## config.mk

```make
export PLATFORM = sky130hd
export DESIGN_NAME = writeback_phase
export DESIGN_NICKNAME = d
export VERILOG_FILES = /design/src/rtl/writeback_phase.sv
export SDC_FILE = /design/constraint.sdc
export NUM_CORES = 1
export LEC_CHECK = 0
export CORE_UTILIZATION = 42
export CTS_CLUSTER_SIZE = 16
export DETAILED_ROUTE_END_ITERATION = 10
export HOLD_SLACK_MARGIN = 0.08
export PLACE_DENSITY = 0.74
export SLEW_MARGIN = 40
export SYNTH_ARGS = -nofsm -noshare
export SYNTH_HDL_FRONTEND = slang
export SYNTH_SLANG_ARGS = --single-unit
```

## constraint.sdc

```tcl
create_clock -name clk -period 14.07 [get_ports clk]
set_input_delay 3.5175 -clock clk [delete_from_list [all_inputs] [get_ports clk]]
set_output_delay 3.5175 -clock clk [all_outputs]
set_load 0.005 [all_outputs]
```

## src/rtl/writeback_phase.sv

```systemverilog
// Writeback stage: retires execute results to the GPR file and completes loads
// by extracting the addressed bytes from the returned memory word.
`ifndef REG_ADDR_W
`define REG_ADDR_W 5
`endif
`ifndef OPCODE_W
`define OPCODE_W 6
`endif
`ifndef MICRO_NOP
`define MICRO_NOP 'h00
`define MICRO_ADD 'h01
`define MICRO_SUB 'h02
`define MICRO_AND 'h03
`define MICRO_OR  'h04
`define MICRO_XOR 'h05
`define MICRO_SHL 'h06
`define MICRO_LB  'h10
`define MICRO_LD  'h11
`define MICRO_LQ  'h12
`define MICRO_SB  'h18
`define MICRO_SD  'h19
`define MICRO_SQ  'h1A
`define MICRO_JMP 'h20
`define MICRO_JZ  'h21
`define MICRO_JNZ 'h22
`define MICRO_JLT 'h23
`endif

module writeback_phase #(
  parameter int unsigned REG_W      = 64,
  parameter int unsigned REG_ADDR_W = `REG_ADDR_W,
  parameter int unsigned OPCODE_W   = `OPCODE_W,
  parameter int unsigned DATA_W     = 64
) (
  input  logic                  clk,
  input  logic                  rst,
  input  logic                  ew_valid,
  input  logic [OPCODE_W-1:0]   ew_opcode,
  input  logic [REG_ADDR_W-1:0] ew_reg_addr_d,
  input  logic [REG_W-1:0]      ew_d,
  input  logic [2:0]            ew_ld_offset,
  input  logic [DATA_W-1:0]     mem_rdata,
  input  logic                  mem_rvalid,
  output logic                  wb_stall,
  output logic                  gpr_we,
  output logic [REG_ADDR_W-1:0] gpr_waddr,
  output logic [REG_W-1:0]      gpr_wdata,
  output logic [63:0]           instret,
  output logic                  err_misalign,
  output logic                  err_spurious
);

  typedef enum logic {IDLE, WAIT} state_t;

  state_t                state;
  logic [OPCODE_W-1:0]   lat_opcode;
  logic [REG_ADDR_W-1:0] lat_addr;
  logic [2:0]            lat_offset;
  logic [DATA_W-1:0]     shifted;
  logic [REG_W-1:0]      ld_data;
  logic                  ld_misalign;

  function automatic logic is_load(input logic [OPCODE_W-1:0] op);
    return (op == OPCODE_W'(`MICRO_LB)) || (op == OPCODE_W'(`MICRO_LD)) ||
           (op == OPCODE_W'(`MICRO_LQ));
  endfunction

  function automatic logic is_nowrite(input logic [OPCODE_W-1:0] op);
    return (op == OPCODE_W'(`MICRO_SB))  || (op == OPCODE_W'(`MICRO_SD))  ||
           (op == OPCODE_W'(`MICRO_SQ))  || (op == OPCODE_W'(`MICRO_NOP)) ||
           (op == OPCODE_W'(`MICRO_JMP)) || (op == OPCODE_W'(`MICRO_JZ))  ||
           (op == OPCODE_W'(`MICRO_JNZ)) || (op == OPCODE_W'(`MICRO_JLT));
  endfunction

  // Upstream must hold a load while it is presented in IDLE and throughout WAIT.
  assign wb_stall = !rst && ((state == IDLE && ew_valid && is_load(ew_opcode)) ||
                             (state == WAIT));

  // Byte extraction; bytes shifted in past the top of the word read as zero.
  assign shifted = mem_rdata >> {lat_offset, 3'b000};

  always_comb begin
    ld_data     = REG_W'(mem_rdata);
    ld_misalign = 1'b0;
    if (lat_opcode == OPCODE_W'(`MICRO_LB)) begin
      ld_data = REG_W'(shifted[7:0]);
    end else if (lat_opcode == OPCODE_W'(`MICRO_LD)) begin
      ld_data     = REG_W'(shifted[31:0]);
      ld_misalign = (lat_offset > 3'd4);
    end
  end

  always_ff @(posedge clk or posedge rst) begin
    if (rst) begin
      state        <= IDLE;
      lat_opcode   <= '0;
      lat_addr     <= '0;
      lat_offset   <= '0;
      gpr_we       <= 1'b0;
      gpr_waddr    <= '0;
      gpr_wdata    <= '0;
      instret      <= '0;
      err_misalign <= 1'b0;
      err_spurious <= 1'b0;
    end else begin
      gpr_we <= 1'b0;
      unique case (state)
        IDLE: begin
          if (mem_rvalid) begin
            err_spurious <= 1'b1;
          end
          if (ew_valid) begin
            if (is_load(ew_opcode)) begin
              state      <= WAIT;
              lat_opcode <= ew_opcode;
              lat_addr   <= ew_reg_addr_d;
              lat_offset <= ew_ld_offset;
            end else begin
              instret <= instret + 64'd1;
              if (!is_nowrite(ew_opcode)) begin
                gpr_we    <= 1'b1;
                gpr_waddr <= ew_reg_addr_d;
                gpr_wdata <= ew_d;
              end
            end
          end
        end
        WAIT: begin
          // A new instruction presented alongside rvalid waits for the next IDLE cycle.
          if (mem_rvalid) begin
            state     <= IDLE;
            gpr_we    <= 1'b1;
            gpr_waddr <= lat_addr;
            gpr_wdata <= ld_data;
            instret   <= instret + 64'd1;
            if (ld_misalign) begin
              err_misalign <= 1'b1;
            end
          end
        end
        default: state <= IDLE;
      endcase
    end
  end

endmodule

```

==> results of run 1 <==
-- layout make-up --
type | count | area, µm²
multi-input combinational | 646 | 4677
clock buffer | 18 | 429.2
timing repair buffer | 293 | 2909
tap | 270 | 337.8
clock inverter | 14 | 158.9
antenna | 2 | 5.005
fill | 1737 | 7939
inverter | 15 | 61.31
sequential | 151 | 3782
-- final timing paths --
path | end | slack, ns | cells past startpoint
setup reg to reg | gpr_wdata[0] | 11.21 | 7
min in group asynchronous | instret[0] | 3.63 | 2
hold / removal | err_spurious | 0.47 | 1
setup / recovery | wb_stall | 4.62 | 6
hold reg to reg | err_spurious | 0.47 | 1
max in group asynchronous | state | 9.26 | 3
-- routing by layer --
layer  share of wire [%]  track usage [%]  vias up
met5                   0                0        -
met4                 2.6            9.531        0
met3                 7.6            6.563       40
met2                  46            40.07      350
met1                  44            38.58     3995
li1                    -                -     3763
-- state kept, by name, summed over array words and instances (netlist names) --
name,cells
instret,64
gpr_waddr,5
lat_offset,3
gpr_wdata,64
err_misalign,1
err_spurious,1
gpr_we,1
state,1
lat_addr,5
lat_opcode,6
-- cell usage after synthesis (all sizes together), types with 2 or more instances --
library cell  count  area share (%)
and3              9            0.64
a21oi            40             2.3
a31oi            32             2.3
nand4            26             1.9
o21ai            11            0.63
clkbuf           55             2.4
mux4             39              10
buf               9            0.47
o221ai           24             2.4
mux2i            13             1.5
nand3b            7            0.60
xor2             25             2.5
or4               3            0.30
nand2           107             4.6
xnor2            38             3.8
dfrtp           151              43
or3               3            0.21
mux2             22             2.8
nand2b            4            0.29
or4bb             2            0.26
nand3            41             2.4
a22o              9            0.90
nor3             12            0.69
a2bb2oi          32             3.2
nor2             93             4.0
o21a              7            0.60
inv              15            0.64
and4              5            0.50
nor4              8            0.72
o211ai           16             1.4
and2              5            0.36
-- power groups by stage --
| stage | Sequential (mW) | Combinational (mW) | Clock, mW |
|---|---|---|---|
| 2_1_floorplan | 0.531 | 0.265 | 0 |
| 3_3_place_gp | 0.531 | 0.459 | 0 |
| 3_5_place_dp | 0.534 | 0.466 | 0 |
| 4_1_cts | 0.526 | 0.468 | 0.470 |
| 5_1_grt | 0.534 | 0.506 | 0.487 |
| 6_report | 0.526 | 0.467 | 0.463 |
-- kinds of logic (layout without fill, tap and decap cells) --
| logic type | after synthesis | in the layout | synth area share (%) |
|---|---|---|---|
| AND/OR/NAND/NOR | 329 | 329 | 17.86 |
| AO/OA/AOI/OAI | 179 | 179 | 14.57 |
| multiplexers | 74 | 74 | 14.38 |
| adder cells (fa/ha/maj) | 1 | 1 | 0.1432 |
| other | 0 | 2 | 0 |
| buffers and inverters | 79 | 340 | 3.480 |
| flip-flops | 151 | 151 | 43.25 |
| XOR/XNOR | 63 | 63 | 6.316 |
-- metrics by stage --
stage	util (%)	power (mW)	area, µm²
after detailed placement	57.97	0.9997	11770
after CTS	60.87	1.464	12360
after floorplan	-	0.7953	8736
final	60.89	1.456	12360
after global placement	57.94	0.9901	11760
after global routing	60.88	1.527	12360
-- placed cells by master, fill, tap and decap left out, types with 9 or more instances in the layout --
master | synthesis | layout
sky130_fd_sc_hd__mux2i_1 | 13 | 13
sky130_fd_sc_hd__o21ai_0 | 9 | 9
sky130_fd_sc_hd__nand3_1 | 40 | 40
sky130_fd_sc_hd__mux2_1 | 9 | 9
sky130_fd_sc_hd__nor2_1 | 93 | 93
sky130_fd_sc_hd__nor3_1 | 12 | 12
sky130_fd_sc_hd__mux2_2 | 13 | 13
sky130_fd_sc_hd__nand4_1 | 25 | 25
sky130_fd_sc_hd__clkdlybuf4s50_1 | 0 | 282
sky130_fd_sc_hd__a2bb2oi_1 | 32 | 32
sky130_fd_sc_hd__a22o_1 | 9 | 9
sky130_fd_sc_hd__o221ai_1 | 24 | 24
sky130_fd_sc_hd__buf_4 | 0 | 10
sky130_fd_sc_hd__clkbuf_16 | 0 | 17
sky130_fd_sc_hd__a21oi_1 | 40 | 39
sky130_fd_sc_hd__and3_1 | 9 | 9
sky130_fd_sc_hd__nand2_1 | 107 | 106
sky130_fd_sc_hd__a31oi_1 | 32 | 32
sky130_fd_sc_hd__inv_1 | 14 | 12
sky130_fd_sc_hd__xnor2_1 | 38 | 38
sky130_fd_sc_hd__xor2_1 | 25 | 25
sky130_fd_sc_hd__o211ai_1 | 16 | 16
sky130_fd_sc_hd__mux4_2 | 39 | 39
sky130_fd_sc_hd__dfrtp_1 | 151 | 148
==> results_dict.tcl, run 1 <==
set metrics [dict create \
    status "finished clean" \
    place_worst_setup_slack_ns 4.610 \
    cts_setup_buffers 0 \
    hold_path.startpoint "err_spurious" \
    yosysSeqAreaShare_pct 43.25 \
    worst_ep_arrival_time_ns 5.94 \
    die-width_um 146.2 \
    critPathMaxFanout 16 \
    finish.cell_count_without_fillers 1409 \
    critPathLaunch "ew_opcode[3]" \
    crit_family "simple AND/OR/NAND/NOR gates" \
    dr_total_vias 8148 \
    cts-resized-gates 0 \
    numCtsBuffers 17 \
    layout_cell_share_with_drive_strength_beyond_1_pct 9.938 \
    critical_path_required_ns 10.55 \
    power_leakage_nw 4.854 \
    dp_hpwl_um 20220 \
    ys_seq_elements 151 \
    die_height_um 146.2 \
    internal_power_component_uw 990.9 \
    cts_max_level 4 \
    syn_avg_cell_area_um2 9.972 \
    area_delta_synth_final_pct 41.49 \
    total_switching_power_uw 464.6 \
    layout.nets 1271 \
    final-max-slew-violation-count 0 \
    drcViolationCount 0 \
    tritoncts "done" \
    drt-pass1-iter-count 7 \
    setup.worst_path.class "input port to primary output" \
    grt_pass1_wl_um 44820 \
    grt-ovfl-total 0 \
    async_flop_share_pct 100.0 \
    worst_setup_path_end_kind "primary output" \
    min_period_ns 9.455 \
    postSynthNetCount 1023 \
    hold_viol 0 \
    grt.total_usage_pct 27.06 \
    cts_num_sinks 151 \
    io-pin-count 283 \
    maxCapViolations 0 \
    grt_max_degree 77 \
    core_area_um2 20300 \
    synth-edff-count 0 \
    rsz0062_at_grt "no" \
    worst_path_largest_cell_delay_ns 0.64 \
    ir_worst_vdd_v 0.00008226 \
    crit_path_setup_slack_layout_ns 4.615 \
    drt-vias-per-instance 5.783 \
    startpoint_type "input port" \
    die_footprint_um2 21380 \
    sequentialPowerShare_pct 36.1 \
    via_count_of_the_first_global_routing_pass 7775 \
    cts_hold_buf 0 \
    maxClockFrequency_mhz 105.8 \
    worstPathCellList "clkdlybuf4s50_1, or4b_1, nor2_1, nand2_1, a21oi_1, clkdlybuf4s50_1" \
    totalNegativeSetupSlack_ns 0 \
    maxSlewHeadroom_pct 40.13 \
    fin_skew_ns 0.01797 \
    wl_per_cell_um 20.23 \
    yosys_warnings 0 \
    routed_wirelength_um 28510 \
    portBuffers 282 \
    worst_slew_pin_slew_ns 0.8980 \
    grt_antenna_before_repair 2 \
    clockPowerShare_pct 31.8 \
    count_of_buffer_and_inverter_cells_on_the_critical_path 2 \
    crit-reg2reg-launch "state" \
    place_inst 1375 \
    power_frac_comb_pct 32.1 \
    synth_top_flop_cell "sky130_fd_sc_hd__dfrtp_1" \
    clk_transition_reported_paths_ns 0.06 \
    dr.first_iter.drc_count 595 \
    hold_class "register to register" \
    pwr_density_cell_nw_per_um2 117.8 \
    switching_share_pct 31.92 \
    cts.root.buffer_cell "sky130_fd_sc_hd__clkbuf_16" \
    worst_hold_slack_ns 0.4696 \
    globalplace.congestion 0.8933 \
    num_rows 52 \
    synth.distinct_cells 52 \
    synth.cell_area_um2 8736 \
    cts-root-to-sink-buffers 2 \
    critical-path-top-cell-by-count "sky130_fd_sc_hd__clkdlybuf4s50_1" \
    report.final.setup_viol 0 \
    clock_insertion_delay_worst_skew_ns 0.44 \
    worst_path_cell_with_the_longest_stage_delay "sky130_fd_sc_hd__or4b_1" \
    syn_inst 876 \
    initial_core_util_pct 43.04 \
    layout_worst_path_cycle_share_pct 67.20 \
    postRouteAntennaNets 0 \
]
No activity file was read; power rests on OpenSTA's default activity.
==> inputs of run 2 (changes only) <==
clock period = 9 ns   (was 14.07 ns; I/O delays follow)
==> run 2 against run 1 <==
Non-clock buffer count stayed put. Die area did not move. Sequential share of layout area shrank 0.074 points. Combinational power rose by 57%. Critical path type unchanged. Clock-buffer cell count increased by 1. Power up 59%. Sequential power is 56% higher. Routed wire length down 0.20%. Utilization rose by 0.15 points.
==> results_dict.tcl, run 2 (synthesized netlist as in run 1, its figures left out) <==
set metrics [dict create \
    totalNegativeSetupSlack_ns 0 \
    rsz0062_at_grt "no" \
    critical_path_required_ns 6.75 \
    power_leakage_nw 4.873 \
    layout.nets 1271 \
    clk_transition_reported_paths_ns 0.06 \
    worst_setup_path_end_kind "primary output" \
    grt-ovfl-total 0 \
    layout_top_registers "gpr_wdata (64), instret (64), lat_opcode (6)" \
    layout.cells.most_common "sky130_fd_sc_hd__clkdlybuf4s50_1" \
    cts_num_sinks 151 \
    min_period_ns 6.912 \
    hold_viol 0 \
    io-pin-count 283 \
    startpoint_type "input port" \
    wl_per_cell_um 20.22 \
    portBuffers 282 \
    drt-vias-per-instance 5.832 \
    worstPathCellList "clkdlybuf4s50_1, or4b_1, nor2_1, nand2_1, a21oi_1, clkdlybuf4s50_1" \
    dr.first_iter.drc_count 686 \
    num_rows 52 \
    fin_skew_ns 0.009066 \
    setup.worst_path.class "input port to primary output" \
    routed_wirelength_um 28450 \
    timing.reg2reg.setup_slack_ns 6.10 \
    maxCapViolations 0 \
    report.final.setup_viol 0 \
    cts-resized-gates 0 \
    cts-root-to-sink-buffers 2 \
    dp_hpwl_um 20190 \
    clock_insertion_delay_worst_skew_ns 0.42 \
    layout.core_utilization_pct 61.04 \
    worst_path_largest_cell_delay_ns 0.65 \
    area_delta_synth_final_pct 41.84 \
    via_count_of_the_first_global_routing_pass 7896 \
    pwr_density_cell_nw_per_um2 186.3 \
    hold_class "register to register" \
    grt_pass1_wl_um 45100 \
    grt_antenna_before_repair 1 \
    core_area_um2 20300 \
    worst_path_cell_with_the_longest_stage_delay "sky130_fd_sc_hd__or4b_1" \
    drcViolationCount 0 \
    die-width_um 146.2 \
    numCtsBuffers 17 \
    cts_max_level 4 \
    grt_max_degree 97 \
    maxSlewHeadroom_pct 41.30 \
    most-common-layout-cells "sky130_fd_sc_hd__clkdlybuf4s50_1, sky130_fd_sc_hd__dfrtp_1, sky130_fd_sc_hd__nand2_1" \
    cts_hold_buf 0 \
    drt-pass1-iter-count 5 \
    critPathMaxFanout 16 \
    critical-path-top-cell-by-count "sky130_fd_sc_hd__clkdlybuf4s50_1" \
    ir_worst_vdd_v 0.0001328 \
    die_footprint_um2 21380 \
    postRouteAntennaNets 0 \
    tritoncts "done" \
    maxClockFrequency_mhz 144.7 \
    final-max-slew-violation-count 0 \
    worst_ep_arrival_time_ns 4.66 \
    cts_setup_buffers 0 \
    dr_total_vias 8206 \
    globalplace.congestion 0.9036 \
    status "finished clean" \
    initial_core_util_pct 43.04 \
    die_height_um 146.2 \
    cts.root.buffer_cell "sky130_fd_sc_hd__clkbuf_16" \
    worst_slew_pin_slew_ns 0.8773 \
    layout_cell_share_with_drive_strength_beyond_1_pct 9.947 \
    grt.total_usage_pct 27.09 \
    layout_worst_path_cycle_share_pct 76.80 \
]
run 2: cell count changes in the layout (fill, tap and decap cells not counted):
cell / change
sky130_fd_sc_hd__bufinv_16: +2
sky130_fd_sc_hd__clkbuf_1: -1
sky130_fd_sc_hd__diode_2: -1
sky130_fd_sc_hd__clkinv_2: +1
sky130_fd_sc_hd__inv_6: -4
sky130_fd_sc_hd__clkinv_8: -2
sky130_fd_sc_hd__inv_8: +1
sky130_fd_sc_hd__clkbuf_8: +2
run 2: where the power goes:
part / internal (mW) / switching [mW]
sequential: 0.762 / 0.0611
clock: 0.454 / 0.300
combinational: 0.394 / 0.337
run 2: metrics by stage:
stage	instance area, µm²	hold WS (ns)	instances	setup WS, ns	total power [mW]
after global routing	12390	0.5043	1406	1.942	2.421
after CTS	12380	0.4748	1406	2.077	2.323
after global placement	11760	0.4500	1375	2.102	1.548
after floorplan	8736	0.4358	876	2.685	1.243
after detailed placement	11770	0.4561	1375	2.089	1.563
final	12390	0.4683	1407	2.088	2.309
run 2: cell type report:
type,count,area [µm²]
Fill cell,1730,7909
Multi-Input combinational cell,646,4677
Sequential cell,151,3782
Timing Repair Buffer,293,2909
Clock buffer,19,452.9
Tap cell,270,337.8
Clock inverter,12,165.2
Inverter,15,63.81
Antenna cell,1,2.502
run 2: worst max-delay path, delay by kind of cell:
family	cells	cell delay [ns]
AOI/OAI and AO/OA	1	0.27
buffers and inverters	2	0.97
and+or+nand+nor	3	1.16
run 2: path summary, 6_finish.rpt:
check / depth (start not counted) / start / end
worst max-delay path: 6 / ew_opcode[3] / wb_stall
worst min-delay path: 1 / lat_opcode[4] / lat_opcode[4]
worst max register to register: 7 / state / gpr_wdata[53]
worst min register to register: 1 / lat_opcode[4] / lat_opcode[4]
max in group asynchronous: 3 / rst / gpr_wdata[6]
min in group asynchronous: 2 / rst / lat_addr[0]
run 2: per-layer routing:
metal / GRT usage, % / part of all wire [%] / up-vias
met2: 39.48 / 45 / 389
met3: 6.719 / 7.7 / 54
met4: 10.31 / 3.1 / 0
met5: 0 / 0 / -
met1: 38.80 / 45 / 4028
li1: - / - / 3735
